<file path="src/rtl/expr_eval_ctrl_if.sv">
// Character-in / result-out handshake bundle for expr_eval_ctrl.
// The master drives characters and consumes results; the slave is the controller.
interface expr_eval_ctrl_if #(
  parameter int unsigned W = 16
);
  logic         in_valid;
  logic         in_ready;
  logic [7:0]   in_data;
  logic         res_valid;
  logic         res_ready;
  logic [W-1:0] res_data;
  logic         res_err;

  modport master (
    output in_valid, in_data, res_ready,
    input  in_ready, res_valid, res_data, res_err
  );

  modport slave (
    input  in_valid, in_data, res_ready,
    output in_ready, res_valid, res_data, res_err
  );
endinterface

</file>
<file path="src/rtl/expr_eval_ctrl.sv">
// Streaming '+'/'*' expression evaluator with '*' precedence; one result per '='.
// Define EXPR_MULTIDIGIT_EN to accept multi-digit decimal operands.
module expr_eval_ctrl #(
  parameter int unsigned W = 16
) (
  input  logic               clk,
  input  logic               clr,
  expr_eval_ctrl_if.slave    bus,
  output logic               busy
);

  typedef enum logic [2:0] {StStart, StNum, StOp, StErr, StDone} state_e;

  state_e       state_q, state_d;
  logic [W-1:0] sum_q, sum_d;
  logic [W-1:0] term_q, term_d;
  logic [W-1:0] num_q, num_d;
  logic [W-1:0] res_data_q, res_data_d;
  logic         res_err_q, res_err_d;
  logic         busy_q, busy_d;

  logic         xfer;
  logic         is_space, is_digit, is_plus, is_mul, is_eq;
  logic [W-1:0] digit;
  logic [W-1:0] prod;

  assign xfer     = bus.in_valid && bus.in_ready;
  assign is_space = bus.in_data == 8'h20;
  assign is_digit = (bus.in_data >= 8'h30) && (bus.in_data <= 8'h39);
  assign is_plus  = bus.in_data == 8'h2b;
  assign is_mul   = bus.in_data == 8'h2a;
  assign is_eq    = bus.in_data == 8'h3d;
  // Low nibble of an ASCII digit is its value.
  assign digit    = W'(bus.in_data[3:0]);
  assign prod     = term_q * num_q;

  always_ff @(posedge clk or posedge clr) begin
    if (clr) begin
      state_q    <= StStart;
      sum_q      <= '0;
      term_q     <= W'(1);
      num_q      <= '0;
      res_data_q <= '0;
      res_err_q  <= 1'b0;
      busy_q     <= 1'b0;
    end else begin
      state_q    <= state_d;
      sum_q      <= sum_d;
      term_q     <= term_d;
      num_q      <= num_d;
      res_data_q <= res_data_d;
      res_err_q  <= res_err_d;
      busy_q     <= busy_d;
    end
  end

  always_comb begin
    state_d    = state_q;
    sum_d      = sum_q;
    term_d     = term_q;
    num_d      = num_q;
    res_data_d = res_data_q;
    res_err_d  = res_err_q;
    busy_d     = busy_q;

    if (state_q == StDone) begin
      if (bus.res_ready) begin
        state_d    = StStart;
        sum_d      = '0;
        term_d     = W'(1);
        num_d      = '0;
        res_data_d = '0;
        res_err_d  = 1'b0;
        busy_d     = 1'b0;
      end
    end else if (xfer && !is_space) begin
      busy_d = 1'b1;
      if (is_digit) begin
        unique case (state_q)
          StStart, StOp: begin
            state_d = StNum;
            num_d   = digit;
          end
          StNum: begin
`ifdef EXPR_MULTIDIGIT_EN
            num_d = num_q * W'(10) + digit;
`else
            state_d = StErr;
`endif
          end
          default: ;
        endcase
      end else if (is_plus || is_mul) begin
        if (state_q == StNum) begin
          state_d = StOp;
          if (is_plus) begin
            sum_d  = sum_q + prod;
            term_d = W'(1);
          end else begin
            term_d = prod;
          end
        end else begin
          state_d = StErr;
        end
      end else if (is_eq) begin
        state_d = StDone;
        if (state_q == StNum) begin
          res_data_d = sum_q + prod;
          res_err_d  = 1'b0;
        end else begin
          res_data_d = '0;
          res_err_d  = 1'b1;
        end
      end else begin
        state_d = StErr;
      end
    end
  end

  assign bus.in_ready  = state_q != StDone;
  assign bus.res_valid = state_q == StDone;
  assign bus.res_data  = res_data_q;
  assign bus.res_err   = res_err_q;
  assign busy          = busy_q;

endmodule
</file>
<file path="src/flat_wrapper.sv">
// flat-port wrapper written by rule: the top's interface ports become plain ports
module expr_eval_ctrl_flat 
#(
  parameter int unsigned W = 16
)
  (clk, clr, busy, bus_in_valid, bus_in_data, bus_res_ready, bus_in_ready, bus_res_valid, bus_res_data, bus_res_err);
  expr_eval_ctrl_if #(.W(W)) bus_i ();
  input  logic clk;
  input  logic clr;
  output logic busy;
  input wire logic [$bits(bus_i.in_valid)-1:0] bus_in_valid;
  input wire logic [$bits(bus_i.in_data)-1:0] bus_in_data;
  input wire logic [$bits(bus_i.res_ready)-1:0] bus_res_ready;
  output wire logic [$bits(bus_i.in_ready)-1:0] bus_in_ready;
  output wire logic [$bits(bus_i.res_valid)-1:0] bus_res_valid;
  output wire logic [$bits(bus_i.res_data)-1:0] bus_res_data;
  output wire logic [$bits(bus_i.res_err)-1:0] bus_res_err;
  assign bus_i.in_valid = bus_in_valid;
  assign bus_i.in_data = bus_in_data;
  assign bus_i.res_ready = bus_res_ready;
  assign bus_in_ready = bus_i.in_ready;
  assign bus_res_valid = bus_i.res_valid;
  assign bus_res_data = bus_i.res_data;
  assign bus_res_err = bus_i.res_err;
  expr_eval_ctrl #(.W(W)) u_core (.clk(clk), .clr(clr), .bus(bus_i), .busy(busy));
endmodule
</file>
<file path="config.mk">
export PLATFORM = sky130hd
export DESIGN_NAME = expr_eval_ctrl_flat
export DESIGN_NICKNAME = d
export VERILOG_FILES = /design/src/rtl/expr_eval_ctrl_if.sv /design/src/rtl/expr_eval_ctrl.sv /design/src/flat_wrapper.sv
export SDC_FILE = /design/constraint.sdc
export NUM_CORES = 1
export LEC_CHECK = 0
export CAP_MARGIN = 20
export CORE_UTILIZATION = 55
export DETAILED_ROUTE_END_ITERATION = 10
export PLACE_DENSITY = 0.78
export RECOVER_POWER = 100
export SLEW_MARGIN = 20
export SYNTH_ARGS = -nofsm -noshare
export SYNTH_HDL_FRONTEND = slang
export SYNTH_SLANG_ARGS = --single-unit
</file>
<file path="constraint.sdc">
create_clock -name clk -period 4.8 [get_ports clk]
set_clock_uncertainty 0.05 [all_clocks]
set_input_delay 0.96 -clock clk [delete_from_list [all_inputs] [get_ports clk]]
set_output_delay 0.96 -clock clk [all_outputs]
set_load 0.01 [all_outputs]
</file>
; ---- Word-level counts from Yosys, hierarchy flattened
; Cells that the tools add are included.
[classes]
n_div = 0
bitwise = 0
shifts = 0
add_sub_neg = 1
order_cmp = 2
multipliers = 1
muxes = 41
n_eq_ne = 12
n_reduce_logical = 20
[ops]
columns = operator, count
row1 = two-way mux 16 bit, 24
row2 = "equality test 8 x 6 -> 1 bit, second input constant", 4
row3 = two-way mux 3 bit, 6
row4 = adder 16 bit, 1
row5 = multiplier 16 x 16 -> 16 bit, 1
row6 = nonzero test 2 bit, 7
row7 = two-way mux 1 bit, 10
row8 = AND reduction 5 bit, 2
row9 = "greater-or-equal comparator 8 x 6 -> 1 bit, second input constant", 1
row10 = "less-or-equal comparator 8 x 6 -> 1 bit, second input constant", 1
row11 = "inequality test 2 bit, second input constant", 3
row12 = case mux 3 bit (2 select lines), 1
row13 = AND reduction 6 bit, 1
row14 = "inequality test 4 bit, second input constant", 1
row15 = AND reduction 4 bit, 1
row16 = "equality test 3 x 1 -> 1 bit, second input constant", 1
row17 = "equality test 3 x 2 -> 1 bit, second input constant", 1
row18 = "equality test 3 bit, second input constant", 1
row19 = logical AND 1 bit, 3
row20 = logical NOT 3 bit, 1
row21 = "inequality test 3 bit, second input constant", 1
row22 = AND reduction 3 bit, 1
row23 = AND reduction 2 bit, 1
row24 = OR reduction 2 bit, 1
row25 = other kinds (2), 2
[totals]
rom_bits = 0
elab_cells = 84
memories = 0
input_bits = 12
out_inout_bits = 20
reg_bits = 69
latch_bits = 0
mem_bits_rw = 0

; ---- Longest topological paths before layout
; Gate-level depths: netlist (run 1).
[depth]
ltp_word = 8
mapped_depth = 25
mapped_depth_nobuf = 24

; ---- Worst setup path after synthesis (run 1)
; OpenSTA, ideal clock, no wires.
[synth_timing]
path_type = reg-to-reg
start = register u_core.num_q[3]
end = register u_core.res_data_q[15], in the netlist u_core.bus.res_data[15]
stages_incl_launch_ff = 25
path_buffers = 1
arrival_time_ns = 5.112
required_ns = 4.624
setup_ns = 0.126
synth_period_minus_slack_ns = 5.288
path_slack_ns = -0.488
cell_sequence = dfrtp_1 > clkbuf_1 > and2_1 > fa_1 > ha_1 > ha_1 > inv_1 > fa_1 > inv_1 > ha_1 > a21o_1 > a21oi_1 > nor2b_1 > o21ai_0 > nor2b_1 > xnor2_1 > ha_1 > and2_1 > and3_1 > a21oi_1 > o21ai_1 > o41ai_4 > xnor2_1 > xor2_1 > o31ai_2
[synth_via]
elab_chain_len = 8
[synth_rtl]
columns = item, line
row1 = from (decl), expr_eval_ctrl.sv:17  ; logic [W-1:0] num_q, num_d;
row2 = from (signal assigned), expr_eval_ctrl.sv:50  ; num_q <= num_d;
row3 = multiplier 16 x 16 -> 16 bit, expr_eval_ctrl.sv:35  ; assign prod = term_q * num_q;
row4 = adder 16 bit, expr_eval_ctrl.sv:108  ; res_data_d = sum_q + prod;
row5 = two-way mux 16 bit, expr_eval_ctrl.sv:107  ; if (state_q == StNum) begin
row6 = two-way mux 16 bit, expr_eval_ctrl.sv:105  ; end else if (is_eq) begin
row7 = two-way mux 16 bit, expr_eval_ctrl.sv:93  ; end else if (is_plus || is_mul) begin
row8 = two-way mux 16 bit, expr_eval_ctrl.sv:78  ; if (is_digit) begin
row9 = two-way mux 16 bit, expr_eval_ctrl.sv:76  ; end else if (xfer && !is_space) begin
row10 = two-way mux 16 bit, expr_eval_ctrl.sv:66  ; if (state_q == StDone) begin
row11 = to (signal assigned), expr_eval_ctrl.sv:51  ; res_data_q <= res_data_d;
row12 = to (decl), expr_eval_ctrl.sv:18  ; logic [W-1:0] res_data_q, res_data_d;
; Every way passes these cells. The select of a mux whose other input is x is not followed.
; A chain may end at the register's enable or synchronous reset.

; ---- Worst setup path after layout (run 1)
; Same ends and word-level chain as after synthesis.

==> impl_metrics.ini, run 1 <==
[yosys]
yosys-top-cells-area = dfrtp_1, ha_1, fa_1
yosys.area.top_type_share = 0.285
synth_area_leader_cell = dfrtp_1
synth.top_cells.by_count = inv_1, dfrtp_1, ha_1
syn_area_per_cell_um2 = 9.16
synthArstFlopShare = 1.00
netlist_area_um2 = 4910
syn-instance-count = 536
synth-warning-count = 0
ys_seq_elements = 57
synth_ff_type = dfrtp_1
synth_edf_count = 0
synth_seq_area_share = 0.291
syn_nets = 629
yosysMostFrequentCell = inv_1
ys_types = 50

[drt]
drt-pass1-iter-count = 5
wl_per_cell_um = 19.4
routed_via_density = 6.03
postRouteAntennaNets = 0
finalWirelength_um = 14500
via_count = 4505
drt_iter0_markers = 303
route.detailed.drc = 0

[pwr]
p_sw_uw = 260
p_comb_frac = 0.062
p_sw_frac = 0.229
intPower_uw = 875
p_total_uw = 1140
seqPwrFrac = 0.444
power_density_nw_per_um2 = 177
vdd_drop_max_v = 0.000200
clkPwrFrac = 0.494
cellLeakagePower_uw = 0.00330

[setup_path]
path_class = reg2reg
worstSetupEndpointType = flip-flop
crit_buf_inv = 2
critPathSlowestCell = fa_1
crit_family = adder cells
crit_path_frequent_cell = ha_4
ff2ff_path_depth = 23
cp.depth = 23
crit_chain = and2_4 > fa_2 > ha_4 > ha_4 > inv_2 > fa_1 > inv_2 > ha_4 > a21o_1 > a21oi_2 > nor2b_4 > o21ai_2 > nor2b_4 > xnor2_2 > ha_1 > and2_4 > and3_4 > a21oi_4 > o21ai_4 > o41ai_4 > xnor2_2 > xor2_1 > o31ai_2
crit_path_max_fanout = 7
setup.worst_path.start_class = flip-flop
critPathMaxStageDelay_ns = 0.50
worst_ep_arrival_time_ns = 5.40
critPathRequiredTime_ns = 4.94

[clock_network]
cts_tree = yes
clock_latency_ns = 0.34
clk_pin_slew_ns = 0.07
ctsHoldBuffers = 0
numCtsBuffers = 9
clockRootBuffer = clkbuf_8
htreeDepth = 3
cts.sink_count = 57
cts_max_path_buffers = 2

[sta]
slew_headroom = -0.206
rsz0062_at_grt = true
setup_viol = 12
layout_min_cycle_time_ns = 5.26
holdWs_ns = 0.432
fmax_ghz = 0.190
setup_ws_ns = -0.457
slew_viol_final = 46
post-route-period-util = 1.10
hold_violations = 0
worst_pin_slew_ns = 1.81

[final_layout]
nNetsFinal = 727
drive_above_1_share = 0.238
antenna_cells = 0
post-route-util = 0.739
finalNonFillerCells = 747
syn2layout_area_growth_pct = 30.6

[floorplan]
dieArea_um2 = 9310
fp.coreArea_um2 = 8680
initial_core_util = 0.566
io_pins = 32
die_w_um = 96.5
rows = 34
die_y_um = 96.5

[placement]
hpwlAfterDp_um = 9060
placed_cells = 715
routabilityCongestion = 0.902
numPortBuffers = 31

[grt]
grt_use_total = 0.286
grt_max_degree = 46
overflow = 0
grt_pass1_vias = 4230
grt_first_pass_wirelength_um = 20100
antenna_found_initial = 0

[min_path]
whs_path_depth = 2
min_path_type = reg2reg

[run_status]
status = complete, but fails checks
failed_checks = capacitance limit, slew limit, setup timing

[flow_run]
drv_cap = 1
## kinds of logic after synthesis
family	share of synthesized area
AO/OA/AOI/OAI	0.159
XOR/XNOR	0.0571
adder cells (fa/ha/maj)	0.247
buffers and inverters	0.0632
flip-flops	0.291
multiplexers	0.00815
AND/OR/NAND/NOR	0.175
## power groups by stage
stage / clock [uW] / sequential [uW] / combinational [uW]
global placement: 0 / 510 / 67.3
detailed placement: 0 / 512 / 68.7
global route: 583 / 505 / 74.3
CTS: 558 / 504 / 68.8
floorplan: 0 / 504 / 33.7
finish: 561 / 504 / 69.9
## layer usage
| metal | global-route usage | wire length [um] | up-vias |
|---|---|---|---|
| met5 | 0 | 0 | - |
| met4 | 0.123 | 520 | 0 |
| met2 | 0.491 | 7360 | 220 |
| met1 | 0.361 | 5890 | 2229 |
| li1 | - | - | 1993 |
| met3 | 0.0399 | 718 | 63 |
## cell type report
cell class / instances / area (um2)
Multi-Input combinational cell: 399 / 3530
Timing Repair Buffer: 102 / 832
Fill cell: 583 / 2260
Clock inverter: 5 / 103
Clock buffer: 11 / 141
Tap cell: 108 / 135
Sequential cell: 57 / 1430
Inverter: 65 / 244
## path summary, 6_finish.rpt
check | end | slack [ns] | startpoint
setup / recovery | u_core.bus.res_data[15] | -0.46 | u_core.num_q[3]
hold / removal | u_core.bus.res_data[0] | 0.43 | u_core.bus.res_data[0]
min in group asynchronous | u_core.sum_q[1] | 1.60 | clr
max in group asynchronous | u_core.num_q[3] | 1.54 | clr
hold reg to reg | u_core.bus.res_data[0] | 0.43 | u_core.bus.res_data[0]
setup reg to reg | u_core.bus.res_data[15] | -0.46 | u_core.num_q[3]
## registers in the layout, summed over array words and instances, names as in the netlist
name and cells:
u_core.bus.res_data 16, u_core.sum_q 16, u_core.term_q 16, u_core.num_q 4, u_core.state_q 3, u_core.bus.res_err 1, u_core.busy 1
## worst reg2reg max path: stages, from the launching register on
cell	delay, ns
dfrtp_2	0.44
and2_4	0.16
fa_2	0.41
ha_4	0.23
ha_4	0.26
inv_2	0.03
fa_1	0.50
inv_2	0.06
ha_4	0.21
a21o_1	0.18
a21oi_2	0.22
nor2b_4	0.06
o21ai_2	0.17
nor2b_4	0.21
xnor2_2	0.15
ha_1	0.32
and2_4	0.19
and3_4	0.19
a21oi_4	0.17
o21ai_4	0.11
o41ai_4	0.32
xnor2_2	0.19
xor2_1	0.20
o31ai_2	0.07
## cell usage in the layout (no fill, tap or decap), types with 6 or more instances in the layout
master / synthesis / routed
dfrtp_1: 56 / 53
o21a_1: 7 / 7
and2_1: 52 / 45
o31ai_1: 7 / 7
xnor2_1: 19 / 11
nand2_1: 47 / 47
nand2b_1: 6 / 6
buf_4: 1 / 68
xor2_1: 13 / 9
and2_4: 0 / 7
ha_4: 0 / 7
nand3_1: 19 / 19
a21oi_1: 18 / 13
o21ai_0: 43 / 28
clkbuf_8: 0 / 10
dlygate4sd3_1: 0 / 21
ha_1: 56 / 48
a21o_1: 9 / 9
o21ai_1: 4 / 14
clkdlybuf4s50_1: 0 / 10
nor2_1: 16 / 16
a22o_1: 13 / 13
inv_1: 64 / 60
fa_1: 25 / 22
## repair_timing
action                     CTS  global route
setup endpoints to repair   10            11
setup buffers               10             6
pin swaps                   25            16
hold endpoints to repair     0             0
resized for setup           19            37
## metrics by stage
step,instance area [um2],worst slack (ns),setup TNS [ns]
floorplan,5020,-0.216,-0.486
global placement,5810,-0.347,-1.58
detailed placement,5810,-0.446,-2.31
CTS,6200,-0.207,-1.45
global route,6410,-0.614,-4.73
finish,6410,-0.457,-3.36
No activity file was read; power rests on OpenSTA's default activity.
==> run 2, diff against run 1 <==
--- a/config.mk
+++ b/config.mk
@@ -8,7 +8,7 @@
 export CAP_MARGIN = 20
 export CORE_UTILIZATION = 55
 export DETAILED_ROUTE_END_ITERATION = 10
-export PLACE_DENSITY = 0.78
+export PLACE_DENSITY = 0.85
 export RECOVER_POWER = 100
 export SLEW_MARGIN = 20
 export SYNTH_ARGS = -nofsm -noshare
==> run 2 against run 1 <==
Net effect: the run still ends with capacitance limit, slew limit, setup timing left; non-clock buffer count down 3; largest power group unchanged; first-iteration DRC count up 71%; clock-buffer cell count unchanged.
==> impl_metrics.ini, run 2 (synthesis gave the netlist of run 1 again) <==
[run_status]
status = complete, but fails checks
failed_checks = capacitance limit, slew limit, setup timing

[pwr]
seqPwrFrac = 0.435
cellLeakagePower_uw = 0.00327
p_sw_uw = 280
clkPwrFrac = 0.498
p_sw_frac = 0.242
intPower_uw = 878
vdd_drop_max_v = 0.000249
p_comb_frac = 0.067
power_density_nw_per_um2 = 177

[clock_network]
clockRootBuffer = clkbuf_8
numCtsBuffers = 9
cts.sink_count = 57
cts_tree = yes
clk_pin_slew_ns = 0.08
clock_latency_ns = 0.36
ctsHoldBuffers = 0
htreeDepth = 3
cts_max_path_buffers = 2

[sta]
hold_violations = 0
worst_pin_slew_ns = 1.52
setup_viol = 14
slew_headroom = -0.0112
layout_min_cycle_time_ns = 5.47
fmax_ghz = 0.183
rsz0062_at_grt = true
setup_ws_ns = -0.667
slew_viol_final = 40
post-route-period-util = 1.14

[setup_path]
path_class = reg2reg
critPathRequiredTime_ns = 4.96
setup.worst_path.start_class = flip-flop
crit_path_max_fanout = 7
worstSetupEndpointType = flip-flop
worst_ep_arrival_time_ns = 5.63

[grt]
grt_use_total = 0.320
grt_pass1_vias = 4528
grt_first_pass_wirelength_um = 22200
antenna_found_initial = 0
grt_max_degree = 40
overflow = 0

[floorplan]
initial_core_util = 0.566
rows = 34
io_pins = 32
dieArea_um2 = 9310
die_w_um = 96.5
fp.coreArea_um2 = 8680
die_y_um = 96.5

[flow_run]
drv_cap = 1

[final_layout]
final_common_cell = buf_4
final_cell_mix = buf_4, inv_1, dfrtp_1
nFillCells = 477
syn2layout_area_growth_pct = 33.2
drive_above_1_share = 0.263
antenna_cells = 0
nNetsFinal = 724
finalNonFillerCells = 744

[placement]
place_ws_ns = -0.411
hpwlAfterDp_um = 9050
placed_cells = 712
numPortBuffers = 31
routabilityCongestion = 0.893

[drt]
route.detailed.drc = 0
routed_via_density = 6.56
postRouteAntennaNets = 0
wl_per_cell_um = 24.0
drt-pass1-iter-count = 7
finalWirelength_um = 17800
via_count = 4879
drt_iter0_markers = 518

[min_path]
min_path_type = reg2reg
## run 2: per-layer routing
metal	GRT usage	vias up	part of all wire	wire [um]
li1	-	1983	-	-
met1	0.384	2320	0.34	6160
met2	0.546	417	0.48	8560
met3	0.0665	159	0.086	1530
met4	0.156	0	0.089	1600
met5	0	-	0	0
## run 2: final cells by class
class | instances | area (um2) | share of cell area
inverter | 65 | 244 | 0.0373
clock inverter | 5 | 103 | 0.0157
sequential | 57 | 1430 | 0.219
multi-input combinational | 399 | 3670 | 0.560
tap | 108 | 135 | 0.0206
clock buffer | 11 | 141 | 0.0216
timing repair buffer | 99 | 825 | 0.126
## run 2: stage by stage
step	total power, uW	instance area (um2)	TNS (ns)	hold slack (ns)	utilization
floorplan	538	5020	-0.486	0.420	-
global placement	577	5790	-1.17	0.411	0.667
detailed placement	579	5790	-2.40	0.425	0.667
CTS	1140	6300	-1.69	0.447	0.726
global route	1180	6550	-6.73	0.454	0.754
finish	1160	6550	-5.65	0.445	0.754
## run 2: worst paths after layout
| check | startpoint | endpoint | slack, ns | depth (start not counted) |
|---|---|---|---|---|
| max | u_core.num_q[3] | u_core.sum_q[15] | -0.67 | 24 |
| min | u_core.bus.res_data[8] | u_core.bus.res_data[8] | 0.44 | 2 |
| max reg2reg | u_core.num_q[3] | u_core.sum_q[15] | -0.67 | 24 |
| min reg2reg | u_core.bus.res_data[8] | u_core.bus.res_data[8] | 0.44 | 2 |
| max in group asynchronous | clr | u_core.num_q[2] | 1.43 | 3 |
| min in group asynchronous | clr | u_core.bus.res_data[4] | 1.44 | 2 |
## run 2: what timing repair did
action / CTS / global route
setup buffers: 10 / 6
gates resized for setup: 39 / 43
endpoints found under the setup margin: 10 / 16
pin swaps: 34 / 20
## run 2: worst max-delay path, stage by stage, from the launching register on
cell and delay (ns):
dfrtp_2 0.45, buf_6 0.13, and2_4 0.12, fa_2 0.36, ha_4 0.24, ha_4 0.27
inv_2 0.03, fa_1 0.50, inv_2 0.06, ha_4 0.20, a21o_1 0.16, a21oi_2 0.17
nor2b_2 0.07, o21ai_2 0.20, nor2b_4 0.22, xnor2_2 0.16, ha_1 0.34, and2_4 0.20
and3_4 0.21, a21oi_4 0.18, o21ai_4 0.10, o41ai_4 0.29, xnor2_2 0.18, o211ai_1 0.31
o31ai_1 0.13
## run 2: power groups by stage
| stage | logic (uW) | registers (uW) | clock network, uW |
|---|---|---|---|
| 3_3_place_gp | 66.9 | 510 | 0 |
| 3_5_place_dp | 68.4 | 511 | 0 |
| 4_1_cts | 73.4 | 504 | 562 |
| 6_report | 77.6 | 504 | 577 |
| 5_1_grt | 81.6 | 506 | 588 |
| 2_1_floorplan | 33.7 | 504 | 0 |
